## config.mk

```make
export PLATFORM = sky130hd
export DESIGN_NAME = id_ex_stage
export DESIGN_NICKNAME = d
export VERILOG_FILES = /design/src/rtl/id_ex_stage.sv
export SDC_FILE = /design/constraint.sdc
export NUM_CORES = 1
export LEC_CHECK = 0
export ABC_AREA = 1
export CAP_MARGIN = 20
export CORE_MARGIN = 3
export CORE_UTILIZATION = 46
export CTS_CLUSTER_DIAMETER = 50
export DETAILED_ROUTE_END_ITERATION = 12
export PLACE_DENSITY_LB_ADDON = 0.08
export SLEW_MARGIN = 15
export SYNTH_ARGS = -nofsm -noshare
export SYNTH_HDL_FRONTEND = slang
export SYNTH_SLANG_ARGS = --single-unit
```

## constraint.sdc

```tcl
create_clock -name clk -period 7.85 [get_ports clk]
set_clock_uncertainty 0.1 [all_clocks]
set_input_delay 1.9625 -clock clk [delete_from_list [all_inputs] [get_ports clk]]
set_output_delay 1.9625 -clock clk [all_outputs]
set_load 0.1 [all_outputs]
```

## src/rtl/id_ex_stage.sv

```systemverilog
// ID/EX pipeline register: captures decoded instructions, forwards EX/MEM and MEM/WB
// results into the ALU operands, and inserts bubbles on load-use hazards.
module id_ex_stage #(
  parameter int XLEN = 32,
  parameter int REGW = 5
) (
  input  logic            clk,
  input  logic            rst,
  input  logic            id_valid,
  input  logic [XLEN-1:0] id_pc,
  input  logic [REGW-1:0] id_rs1_addr,
  input  logic [REGW-1:0] id_rs2_addr,
  input  logic [XLEN-1:0] id_rs1_data,
  input  logic [XLEN-1:0] id_rs2_data,
  input  logic            id_uses_rs1,
  input  logic            id_uses_rs2,
  input  logic [XLEN-1:0] id_imm,
  input  logic            id_use_imm,
  input  logic            id_use_pc,
  input  logic [9:0]      id_alu_op,
  input  logic [REGW-1:0] id_rd,
  input  logic            id_reg_write,
  input  logic            id_mem_read,
  input  logic            flush,
  input  logic            ex_hold,
  input  logic [REGW-1:0] exm_rd,
  input  logic            exm_reg_write,
  input  logic [XLEN-1:0] exm_result,
  input  logic [REGW-1:0] wb_rd,
  input  logic            wb_reg_write,
  input  logic [XLEN-1:0] wb_data,
  output logic            stall_out,
  output logic            ex_valid,
  output logic [XLEN-1:0] alu_a,
  output logic [XLEN-1:0] alu_b,
  output logic [9:0]      alu_op,
  output logic [XLEN-1:0] ex_store_data,
  output logic [XLEN-1:0] ex_pc,
  output logic [REGW-1:0] ex_rd,
  output logic            ex_reg_write,
  output logic            ex_mem_read
);

  logic            valid_q;
  logic [XLEN-1:0] pc_q;
  logic [REGW-1:0] rs1_addr_q;
  logic [REGW-1:0] rs2_addr_q;
  logic [XLEN-1:0] rs1_data_q;
  logic [XLEN-1:0] rs2_data_q;
  logic [XLEN-1:0] imm_q;
  logic            use_imm_q;
  logic            use_pc_q;
  logic [9:0]      op_q;
  logic [REGW-1:0] rd_q;
  logic            reg_write_q;
  logic            mem_read_q;

  logic            luse;
  logic            wb_hits_rs1;
  logic            wb_hits_rs2;
  logic [XLEN-1:0] fwd_rs1;
  logic [XLEN-1:0] fwd_rs2;

  // Handshake: the decode stage may advance only in a cycle where stall_out is low;
  // ex_hold from execute freezes this register, and flush always wins over both.
  assign luse = valid_q && mem_read_q && (rd_q != '0) && id_valid &&
                ((id_uses_rs1 && (id_rs1_addr == rd_q)) ||
                 (id_uses_rs2 && (id_rs2_addr == rd_q)));

  assign stall_out = !rst && !flush && (ex_hold || luse);

  assign wb_hits_rs1 = wb_reg_write && (wb_rd != '0) && (wb_rd == rs1_addr_q);
  assign wb_hits_rs2 = wb_reg_write && (wb_rd != '0) && (wb_rd == rs2_addr_q);

  always_ff @(posedge clk or posedge rst) begin
    if (rst) begin
      valid_q     <= 1'b0;
      pc_q        <= '0;
      rs1_addr_q  <= '0;
      rs2_addr_q  <= '0;
      rs1_data_q  <= '0;
      rs2_data_q  <= '0;
      imm_q       <= '0;
      use_imm_q   <= 1'b0;
      use_pc_q    <= 1'b0;
      op_q        <= '0;
      rd_q        <= '0;
      reg_write_q <= 1'b0;
      mem_read_q  <= 1'b0;
    end else if (flush) begin
      valid_q <= 1'b0;
    end else if (ex_hold) begin
      // A producer retiring while we are frozen would otherwise be lost to forwarding.
      if (wb_hits_rs1) rs1_data_q <= wb_data;
      if (wb_hits_rs2) rs2_data_q <= wb_data;
    end else if (luse) begin
      valid_q <= 1'b0;
    end else begin
      valid_q     <= id_valid;
      pc_q        <= id_pc;
      rs1_addr_q  <= id_rs1_addr;
      rs2_addr_q  <= id_rs2_addr;
      rs1_data_q  <= id_rs1_data;
      rs2_data_q  <= id_rs2_data;
      imm_q       <= id_imm;
      use_imm_q   <= id_use_imm;
      use_pc_q    <= id_use_pc;
      op_q        <= id_alu_op;
      rd_q        <= id_rd;
      reg_write_q <= id_reg_write;
      mem_read_q  <= id_mem_read;
    end
  end

  // x0 always reads its stored value; EX/MEM is younger than MEM/WB so it wins.
  always_comb begin
    fwd_rs1 = rs1_data_q;
    if (rs1_addr_q != '0) begin
      if (exm_reg_write && (exm_rd == rs1_addr_q))    fwd_rs1 = exm_result;
      else if (wb_reg_write && (wb_rd == rs1_addr_q)) fwd_rs1 = wb_data;
    end
  end

  always_comb begin
    fwd_rs2 = rs2_data_q;
    if (rs2_addr_q != '0) begin
      if (exm_reg_write && (exm_rd == rs2_addr_q))    fwd_rs2 = exm_result;
      else if (wb_reg_write && (wb_rd == rs2_addr_q)) fwd_rs2 = wb_data;
    end
  end

  assign ex_valid      = valid_q;
  assign alu_a         = use_pc_q ? pc_q : fwd_rs1;
  assign alu_b         = use_imm_q ? imm_q : fwd_rs2;
  assign alu_op        = op_q;
  assign ex_store_data = fwd_rs2;
  assign ex_pc         = pc_q;
  assign ex_rd         = rd_q;
  assign ex_reg_write  = valid_q && reg_write_q;
  assign ex_mem_read   = valid_q && mem_read_q;

endmodule

```

==> Word-level counts from Yosys, hierarchy flattened <==
Cells that the tools add are included.
{ "op_classes": {"n_addsub": 0, "multipliers": 0, "div": 0, "n_lt_le_gt_ge": 0, "n_eq_ne": 10, "shift": 0, "n_mux": 17, "bitwise_logic": 3, "n_reduce_logical": 27} }
{ "ops": {"columns": ["cell", "count"], "rows": [
  ["32-bit two-way mux", 14],
  ["5-bit equality test", 6],
  ["5-bit nonzero test", 4],
  ["1-bit logical AND", 16],
  ["3-bit AND reduction", 3],
  ["2-bit by 1-bit != test with 1-bit output (second input constant)", 2],
  ["2-bit != test (second input constant)", 2],
  ["1-bit two-way mux", 3],
  ["1-bit inverter", 3],
  ["1-bit logical NOT", 2],
  ["1-bit logical OR", 2]
]} }
{ "totals": {"register_bits": 158, "latch_bits": 0, "mem_bits_rw": 0, "romBits": 0, "in_bits": 240, "output_inout_bits": 147, "word_cells": 70, "n_memories": 0} }

==> Longest topological paths before layout <==
Gate-level depths: netlist of the first run.
{ "depth": {"word_depth": 7, "depth_mapped": 13, "ltp_nobuf": 12} }

==> Worst setup path before layout of the first run <==
OpenSTA, ideal clock, no wires.
{ "synth_path": {"path_kind": "input port to output port", "from": "in id_rs2_addr[1]", "to": "out stall_out", "arrival_ns": 4.747, "required_time_ns": 5.787, "setup_slack_ns": 1.041, "stages": 8, "path_buffers": 1, "cell_sequence": "inv_1 -> nor2_1 -> nor3_1 -> nand3_1 -> nand2_2 -> a21oi_4 -> buf_2 -> nor3_1"} }
{ "synth_between": {"elab_chain_cells": 6} }
{ "synth_rtl": {"columns": ["item", "line_no", "source"], "rows": [
  ["start, declared", "12", "input logic [REGW-1:0] id_rs2_addr,"],
  ["5-bit equality test", "68", "(id_uses_rs2 && (id_rs2_addr == rd_q)));"],
  ["1-bit logical AND", "68", null],
  ["1-bit logical OR", "67", "((id_uses_rs1 && (id_rs1_addr == rd_q)) ||"],
  ["1-bit logical AND", "66", "assign luse = valid_q && mem_read_q && (rd_q != '0) && id_valid &&"],
  ["1-bit logical OR", "70", "assign stall_out = !rst && !flush && (ex_hold || luse);"],
  ["1-bit logical AND", "70", null],
  ["end, declared", "32", "output logic stall_out,"]
]} }
No other way between the ends.

==> Worst setup path after layout of the first run <==
{ "layout_path": {"from": "in exm_rd[1]", "to": "out alu_a[31]"} }
{ "layout_between": {"elab_chain_cells": 5} }
{ "layout_rtl": {"columns": ["item", "line_no", "source"], "rows": [
  ["start, declared", "26", "input logic [REGW-1:0] exm_rd,"],
  ["5-bit equality test", "119", "if (exm_reg_write && (exm_rd == rs1_addr_q)) fwd_rs1 = exm_result;"],
  ["1-bit logical AND", "119", null],
  ["32-bit two-way mux", "119", null],
  ["32-bit two-way mux", "118", "if (rs1_addr_q != '0) begin"],
  ["32-bit two-way mux", "133", "assign alu_a = use_pc_q ? pc_q : fwd_rs1;"],
  ["end, declared", "34", "output logic [XLEN-1:0] alu_a,"]
]} }
No other way between the ends.

==> results of run 1 <==
==> state kept, by name (all words and copies together) (netlist names) <==
register	cells
alu_op	10
ex_pc	32
ex_rd	5
ex_valid	1
imm_q	32
mem_read_q	1
reg_write_q	1
rs1_addr_q	5
rs1_data_q	32
rs2_addr_q	5
rs2_data_q	32
use_imm_q	1
use_pc_q	1
==> metrics by stage <==
| stage | cells | utilization | instance area [um2] | hold WS [ps] | setup WS, ps |
|---|---|---|---|---|---|
| final | 2344 | 0.709 | 16100 | 374 | 765 |
| after global routing | 2343 | 0.709 | 16100 | 395 | 581 |
| after CTS | 2339 | 0.708 | 16100 | 375 | 799 |
| after detailed placement | 2307 | 0.682 | 15500 | 359 | 817 |
| after global placement | 2307 | 0.682 | 15500 | 353 | 837 |
| after floorplan | 1712 | - | 10700 | 342 | 1040 |
==> critical path, delay by kind of cell <==
| family | cells | cell delay [ps] |
|---|---|---|
| AND/OR/NAND/NOR | 8 | 1780 |
| buffers and inverters | 4 | 1160 |
| AO/OA/AOI/OAI | 1 | 90 |
==> power by group <==
group | switching (mW) | leakage, nW | internal [mW]
Clock | 0.412 | 0.289 | 0.455
Combinational | 1.53 | 6.26 | 0.693
Sequential | 0.0839 | 1.97 | 0.921
==> logic make-up after synthesis <==
family | after synthesis | synth area share
DFF | 158 | 0.368
buffers and inverters | 289 | 0.116
and+or+nand+nor | 1240 | 0.499
AOI/OAI and AO/OA | 16 | 0.00920
xor gates and xnor gates | 9 | 0.00734
==> cells in the mapped netlist (7+ instances only) <==
cell type  number
buf_1          16
buf_2          52
buf_4          11
buf_6           8
clkbuf_1       36
clkinv_1       31
dfrtp_1       158
inv_1         128
inv_2           7
nand2_1       875
nand3_1       163
nand4_1       161
nor2_1         19
==> area by class of cell <==
class,instances,share of cell area
clock buffers,17,0.0263
flip-flops and latches,158,0.245
inverters,166,0.0392
multi-input cells,1265,0.347
well taps,313,0.0243
clock inverters,15,0.0103
diodes,5,0.000775
repair buffers,405,0.307
==> layer usage <==
metal / vias to the layer above / wire length (um) / global-route usage
met5: - / 27 / 0
met4: 4 / 1550 / 0.135
met3: 109 / 4610 / 0.0843
met2: 726 / 21900 / 0.585
met1: 6010 / 17200 / 0.440
li1: 6020 / - / -
==> worst min path at each step <==
stage | cells after the start | end | slack [ps] | startpoint
after floorplan | 2 | rs1_data_q[0] | 340 | rs1_data_q[0]
after global routing | 2 | rs1_data_q[14] | 390 | rs1_data_q[14]
after detailed placement | 2 | rs2_data_q[15] | 360 | rs2_data_q[15]
final | 2 | rs1_data_q[15] | 370 | rs1_data_q[15]
after CTS | 2 | rs2_data_q[22] | 370 | rs2_data_q[22]
after global placement | 2 | rs1_data_q[19] | 350 | rs1_data_q[19]
==> key figures, run 1 <==
STA
  – Fin Setup TNS: 0 ps
  – Peak clock frequency supported by timing: 141 MHz
  – Tcrit/Tclk final: 0.902
  – Total count of hold-check failures in the final report: 0
  – Period minus WS final: 7080 ps
  – Worst Tran Pin Value: about 1100 ps
  – Final setup fails: 0
  – RSZ-0062 raised after global routing: false
  – Worst slew slack as a fraction of its limit: 0.289
  – Final Max Tran Viols: 0

Clocking
  – Number of hold-repair buffers added at the cts stage: 0
  – Clock Tree Root: clkbuf_16
  – Number of instances resized during post-cts repair: 0
  – Clock slew at reported path FFs: ~70 ps
  – Clock tree buffer depth: 2
  – Sink Count: 158
  – Clock latency on the worst-skew pair: 450 ps
  – Number of buffers created by CTS: 17
  – Post-CTS Setup Inserts: 0
  – CTS tree: built
  – H-tree levels: 4

Worst setup path
  – Critical setup path kind: in -> out
  – Critical-path cell list: clkdlybuf4s50_1, inv_1, nand2_1, o21ai_1, nor2_4, nand3_4, nand2_2, buf_4, nand2_2, nand2_1, nand3_1, nand2_1, buf_12
  – Library cell appearing most often on the critical path: nand2_1
  – Setup crit end: alu_a[31]
  – Crit end category: primary output
  – Worst Setup SP: exm_rd[1]
  – Crit path max fanout: 34
  – Arrival time at the worst endpoint: 5020 ps
  – Capturing point of the worst reg2reg path: rs2_data_q[17]
  – Startpoint type of the worst setup path: input pin
  – Required time at the endpoint of the critical path: ~5800 ps
  – Worst flop-to-flop path startpoint: ex_rd[1]
  – Reg-to-reg slack, setup: 4730 ps
  – Cell count of the worst reg-to-reg path: 8
  – Stage delay of the slowest cell on the critical path: 530 ps
  – Slowest library cell on the worst path: nand2_2

Layout
  – Commonest non-fill, non-tap cell in the layout: nand2_1
  – Sequential cell area in the final layout: 3950 um2
  – Most used cells in the layout excluding fill and tap cells: nand2_1, clkdlybuf4s50_1, nand4_1
  – Combined area of the multi-input logic cells: approximately 5600 um2
  – Area added between synthesis and finish: 50.2%
  – Ratio of cells with drive above 1 in the final layout: 0.0893
  – Filler Cells Inserted: 1929
  – Post-layout net count: 2253

Synth
  – Warning count from the yosys run: 0
  – Number of enable-type register cells in the synthesized netlist: 0
  – Proportion of register bits with asynchronous set or reset after synthesis: 1.00
  – Mean post-synth cell area: around 6.3 um2
  – Proportion of netlist area held by the largest area contributor: 0.368
  – Seq/Total Area, Yosys: 0.368
  – Area of the mapped netlist: 10700 um2
  – Synth area leader: dfrtp_1
  – Syn_nets: 1952
  – Register bit total from synthesis: 158
  – Cell variety after synth: 28
  – Synth Instances: 1712
  – Dominant register cell in the synthesized netlist: dfrtp_1
  – Ranking of synthesized cells by area: dfrtp_1, nand2_1, nand4_1

Global route
  – Antenna violations before repair: 7
  – Maximum number of pins on one net before global-route repair: 101
  – First-pass GRT wire length: 70.5 mm
  – Via count of the first global-routing pass: around 13000
  – Aggregate global routing overflow: 0
  – Global routing usage summed across all routing layers: 0.350

Route
  – Post-detailed-route wirelength per cell: 19.3 um
  – DRT antenna net count: 0
  – Routed wire length: 45.2 mm
  – Via-per-instance ratio: 5.49
  – Via count: approximately 13000
  – Pre-Repair DR Iteration Count: 6
  – Number of design-rule violations left by the first detailed-router iteration: about 1300
  – DRC errors left: 0

Floorplanning
  – Die X: 159 um
  – Area enclosed by the die boundary: 25200 um2
  – Die H: 159 um
  – Boundary pin count: 387
  – Core ar.: 22800 um2
  – Std-Cell Rows: 55
  – Effective utilization at floorplan: 0.472

Power
  – PwrDens: 254 nW/um2
  – Worst IR Drop VDD: ~0.16 mV
  – Leakage Power: 8.51 nW
  – Overall power: 4.10 mW

Run status
  – Result of the run: finished clean

Min path
  – Type of the most critical hold path: reg -> reg

Job
  – Number of max-cap violations: 0

Placed design
  – Number of buffers inserted by port buffering: just under 400
  – Final HPWL from detailed placement: 31.8 mm
  – RD Place Congestion: 0.951
Power figures use the tool's default switching activity.
==> inputs of run 2 (changes only) <==
--- a/config.mk
+++ b/config.mk
@@ -9,6 +9,7 @@
 export CAP_MARGIN = 20
 export CORE_MARGIN = 3
 export CORE_UTILIZATION = 46
+export CTS_BUF_LIST = sky130_fd_sc_hd__clkbuf_4 sky130_fd_sc_hd__clkbuf_8 sky130_fd_sc_hd__clkbuf_16
 export CTS_CLUSTER_DIAMETER = 50
 export DETAILED_ROUTE_END_ITERATION = 12
 export PLACE_DENSITY_LB_ADDON = 0.08
==> results of run 2 <==
Same layout as run 1: the final DEF is identical, and so are final timing and power.
==> inputs of run 3 (changes only) <==
--- a/config.mk
+++ b/config.mk
@@ -8,7 +8,7 @@
 export ABC_AREA = 1
 export CAP_MARGIN = 20
 export CORE_MARGIN = 3
-export CORE_UTILIZATION = 46
+export CORE_UTILIZATION = 42
 export CTS_BUF_LIST = sky130_fd_sc_hd__clkbuf_4 sky130_fd_sc_hd__clkbuf_8 sky130_fd_sc_hd__clkbuf_16
 export CTS_CLUSTER_DIAMETER = 50
 export DETAILED_ROUTE_END_ITERATION = 12
==> constraint.sdc (replaced) <==
create_clock -name clk -period 5.9 [get_ports clk]
set_clock_uncertainty 0.1 [all_clocks]
set_input_delay 1.475 -clock clk [delete_from_list [all_inputs] [get_ports clk]]
set_output_delay 1.475 -clock clk [all_outputs]
set_load 0.1 [all_outputs]
==> key figures, run 3 (synthesized netlist as in run 1, its figures left out) <==
Run status
  – Result of the run: finished clean (unchanged)

Route
  – DRC errors left: 0 (unchanged)
  – Pre-Repair DR Iteration Count: 6 (unchanged)
  – Number of design-rule violations left by the first detailed-router iteration: 1289 (was 1327)
  – DRT antenna net count: 0 (unchanged)
  – Via count: 12919 (was 12869)
  – Routed wire length: 46.5 mm (was 45.2 mm)
  – Post-detailed-route wirelength per cell: 19.7 um (was 19.3 um)
  – Via-per-instance ratio: 5.47 (was 5.49)

Worst setup path
  – Setup crit end: alu_a[18] (was alu_a[31])
  – Critical-path cell list: clkdlybuf4s50_1, inv_1, nand2_1, nand2_1, nor2_1, nand4_1, nand2_2, nand2_2, nand2_1, nand3_1, nand2_1, buf_12 (was clkdlybuf4s50_1, inv_1, nand2_1, o21ai_1, nor2_4, nand3_4, nand2_2, buf_4, nand2_2, nand2_1, nand3_1, nand2_1, buf_12)
  – Stage delay of the slowest cell on the critical path: 570 ps (was 530 ps)
  – Library cell appearing most often on the critical path: nand2_1 (unchanged)
  – Slowest library cell on the worst path: nand2_2 (unchanged)
  – Arrival time at the worst endpoint: 4040 ps (was 5020 ps)
  – Critical setup path kind: in -> out (unchanged)
  – Cell count of the worst reg-to-reg path: 9 (was 8)
  – Crit end category: primary output (unchanged)
  – Capturing point of the worst reg2reg path: rs1_data_q[30] (was rs2_data_q[17])
  – Worst Setup SP: wb_rd[0] (was exm_rd[1])
  – Required time at the endpoint of the critical path: 4320 ps (was 5790 ps)
  – Worst flop-to-flop path startpoint: ex_rd[3] (was ex_rd[1])
  – Crit path max fanout: 32 (was 34)
  – Reg-to-reg slack, setup: 2710 ps (was 4730 ps)
  – Startpoint type of the worst setup path: input pin (unchanged)

Global route
  – Aggregate global routing overflow: 0 (unchanged)
  – Antenna violations before repair: 9 (was 7)
  – First-pass GRT wire length: 72.5 mm (was 70.5 mm)
  – Via count of the first global-routing pass: 12585 (was 12597)
  – Met1 GRT Util: 0.418 (was 0.440)
  – Global-route track usage on met3: 0.0838 (was 0.0843)
  – Met2 routing resource usage after global routing: 0.540 (was 0.585)
  – Peak-usage layer in the global routing report: met2 (unchanged)
  – Global routing usage summed across all routing layers: 0.330 (was 0.350)
  – Maximum number of pins on one net before global-route repair: 88 (was 101)

Layout
  – Filler Cells Inserted: 2217 (was 1929)
  – Commonest non-fill, non-tap cell in the layout: nand2_1 (unchanged)
  – Post-route cell area: 16200 um2 (was 16100 um2)
  – Post-layout net count: 2256 (was 2253)
  – Most used cells in the layout excluding fill and tap cells: nand2_1, clkdlybuf4s50_1, nand4_1 (unchanged)
  – Ratio of cells with drive above 1 in the final layout: 0.0912 (was 0.0893)
  – Area added between synthesis and finish: 50.9% (was 50.2%)
  – Post-route core utilization: 0.655 (was 0.709)

Placed design
  – RD Place Congestion: 0.934 (was 0.951)
  – Instance area after placement: 15600 um2 (was 15500 um2)
  – Number of buffers inserted by port buffering: 386 (unchanged)
  – Final HPWL from detailed placement: 32.3 mm (was 31.8 mm)

Clocking
  – H-tree levels: 4 (unchanged)
  – Sink Count: 158 (unchanged)
  – Clock tree buffer depth: 2 (unchanged)
  – Number of hold-repair buffers added at the cts stage: 0 (unchanged)
  – Clock slew at reported path FFs: 70 ps (about the same)
  – Post-CTS Setup Inserts: 0 (unchanged)
  – Number of instances resized during post-cts repair: 0 (unchanged)
  – CTS tree: built (unchanged)
  – Clock latency on the worst-skew pair: 430 ps (was 450 ps)
  – Clock Tree Root: clkbuf_16 (unchanged)
  – Number of buffers created by CTS: 17 (unchanged)

Floorplanning
  – Core ar.: 24700 um2 (was 22800 um2)
  – Boundary pin count: 387 (unchanged)
  – Die X: 166 um (was 159 um)
  – Effective utilization at floorplan: 0.434 (was 0.472)
  – Std-Cell Rows: 57 (was 55)
  – Die H: 166 um (was 159 um)
  – Area enclosed by the die boundary: 27500 um2 (was 25200 um2)

STA
  – Worst Tran Pin Value: 1060 ps (about the same)
  – Total count of hold-check failures in the final report: 0 (unchanged)
  – RSZ-0062 raised after global routing: false (unchanged)
  – Final setup fails: 0 (unchanged)
  – Worst slew slack as a fraction of its limit: 0.292 (was 0.289)
  – Final Max Tran Viols: 0 (unchanged)
  – Hold slack final: 375 ps (was 374 ps)
  – Period minus WS final: 5620 ps
  – Peak clock frequency supported by timing: between 150 and 200 MHz
  – Tcrit/Tclk final: 0.952
  – Fin Setup TNS: 0 ps (unchanged)

Power
  – Worst IR Drop VDD: 0.257 mV (was 0.160 mV)
  – PwrDens: 336 nW/um2 (was 254 nW/um2)
  – Leakage Power: 8.54 nW (was 8.51 nW)

Min path
  – Type of the most critical hold path: reg -> reg (unchanged)

Job
  – Number of max-cap violations: 0 (unchanged)
## run 3: cell count changes in the layout (fill, tap and decap cells not counted), moves of 2 or more
cell | previous run | this run
clkinv_4 | 1 | 3
diode_2 | 5 | 9
inv_6 | 10 | 6
buf_4 | 19 | 21
inv_8 | 3 | 6
## run 3: routing by layer
metal	vias up	routed length (um)
met5	-	9
met2	738	22300
met3	97	4370
li1	6021	-
met4	2	1550
met1	6061	18200
## run 3: how the worst min path moves through the flow
stage | start | end | slack (ps) | cells past startpoint
4_1_cts | rs2_data_q[12] | rs2_data_q[12] | 380 | 2
6_report | rs2_data_q[12] | rs2_data_q[12] | 370 | 2
2_1_floorplan | rs1_data_q[0] | rs1_data_q[0] | 340 | 2
3_3_place_gp | rs2_data_q[11] | rs2_data_q[11] | 350 | 2
3_5_place_dp | rs2_data_q[12] | rs2_data_q[12] | 360 | 2
5_1_grt | rs2_data_q[26] | rs2_data_q[26] | 390 | 2
## run 3: per-stage QoR
stage / setup WS, ps / std cells / power, mW
5_1_grt: 124 / 2361 / 5.64
3_5_place_dp: 323 / 2321 / 4.31
6_report: 284 / 2362 / 5.44
4_1_cts: 322 / 2353 / 5.45
3_3_place_gp: 357 / 2320 / 4.29
2_1_floorplan: 61.8 / 1712 / 3.20
## run 3: final cells by class
cell class / count / area [um2] / share of cell area
clock inverter: 15 / 161 / 0.00995
tap: 324 / 405 / 0.0250
timing repair buffer: 408 / 5010 / 0.309
multi-input combinational: 1265 / 5600 / 0.345
inverter: 166 / 633 / 0.0390
antenna: 9 / 22.5 / 0.00139
clock buffer: 17 / 425 / 0.0262
sequential: 158 / 3950 / 0.244
## run 3: power breakdown
group | total, mW | switching (mW) | internal [mW]
registers | 1.33 | 0.110 | 1.23
logic | 2.97 | 2.04 | 0.927
clock network | 1.14 | 0.566 | 0.572
## run 3: worst max-delay path: cells and delay by family
kind	cells	cell delay, ps
and+or+nand+nor	9	1710
buffers and inverters	3	840
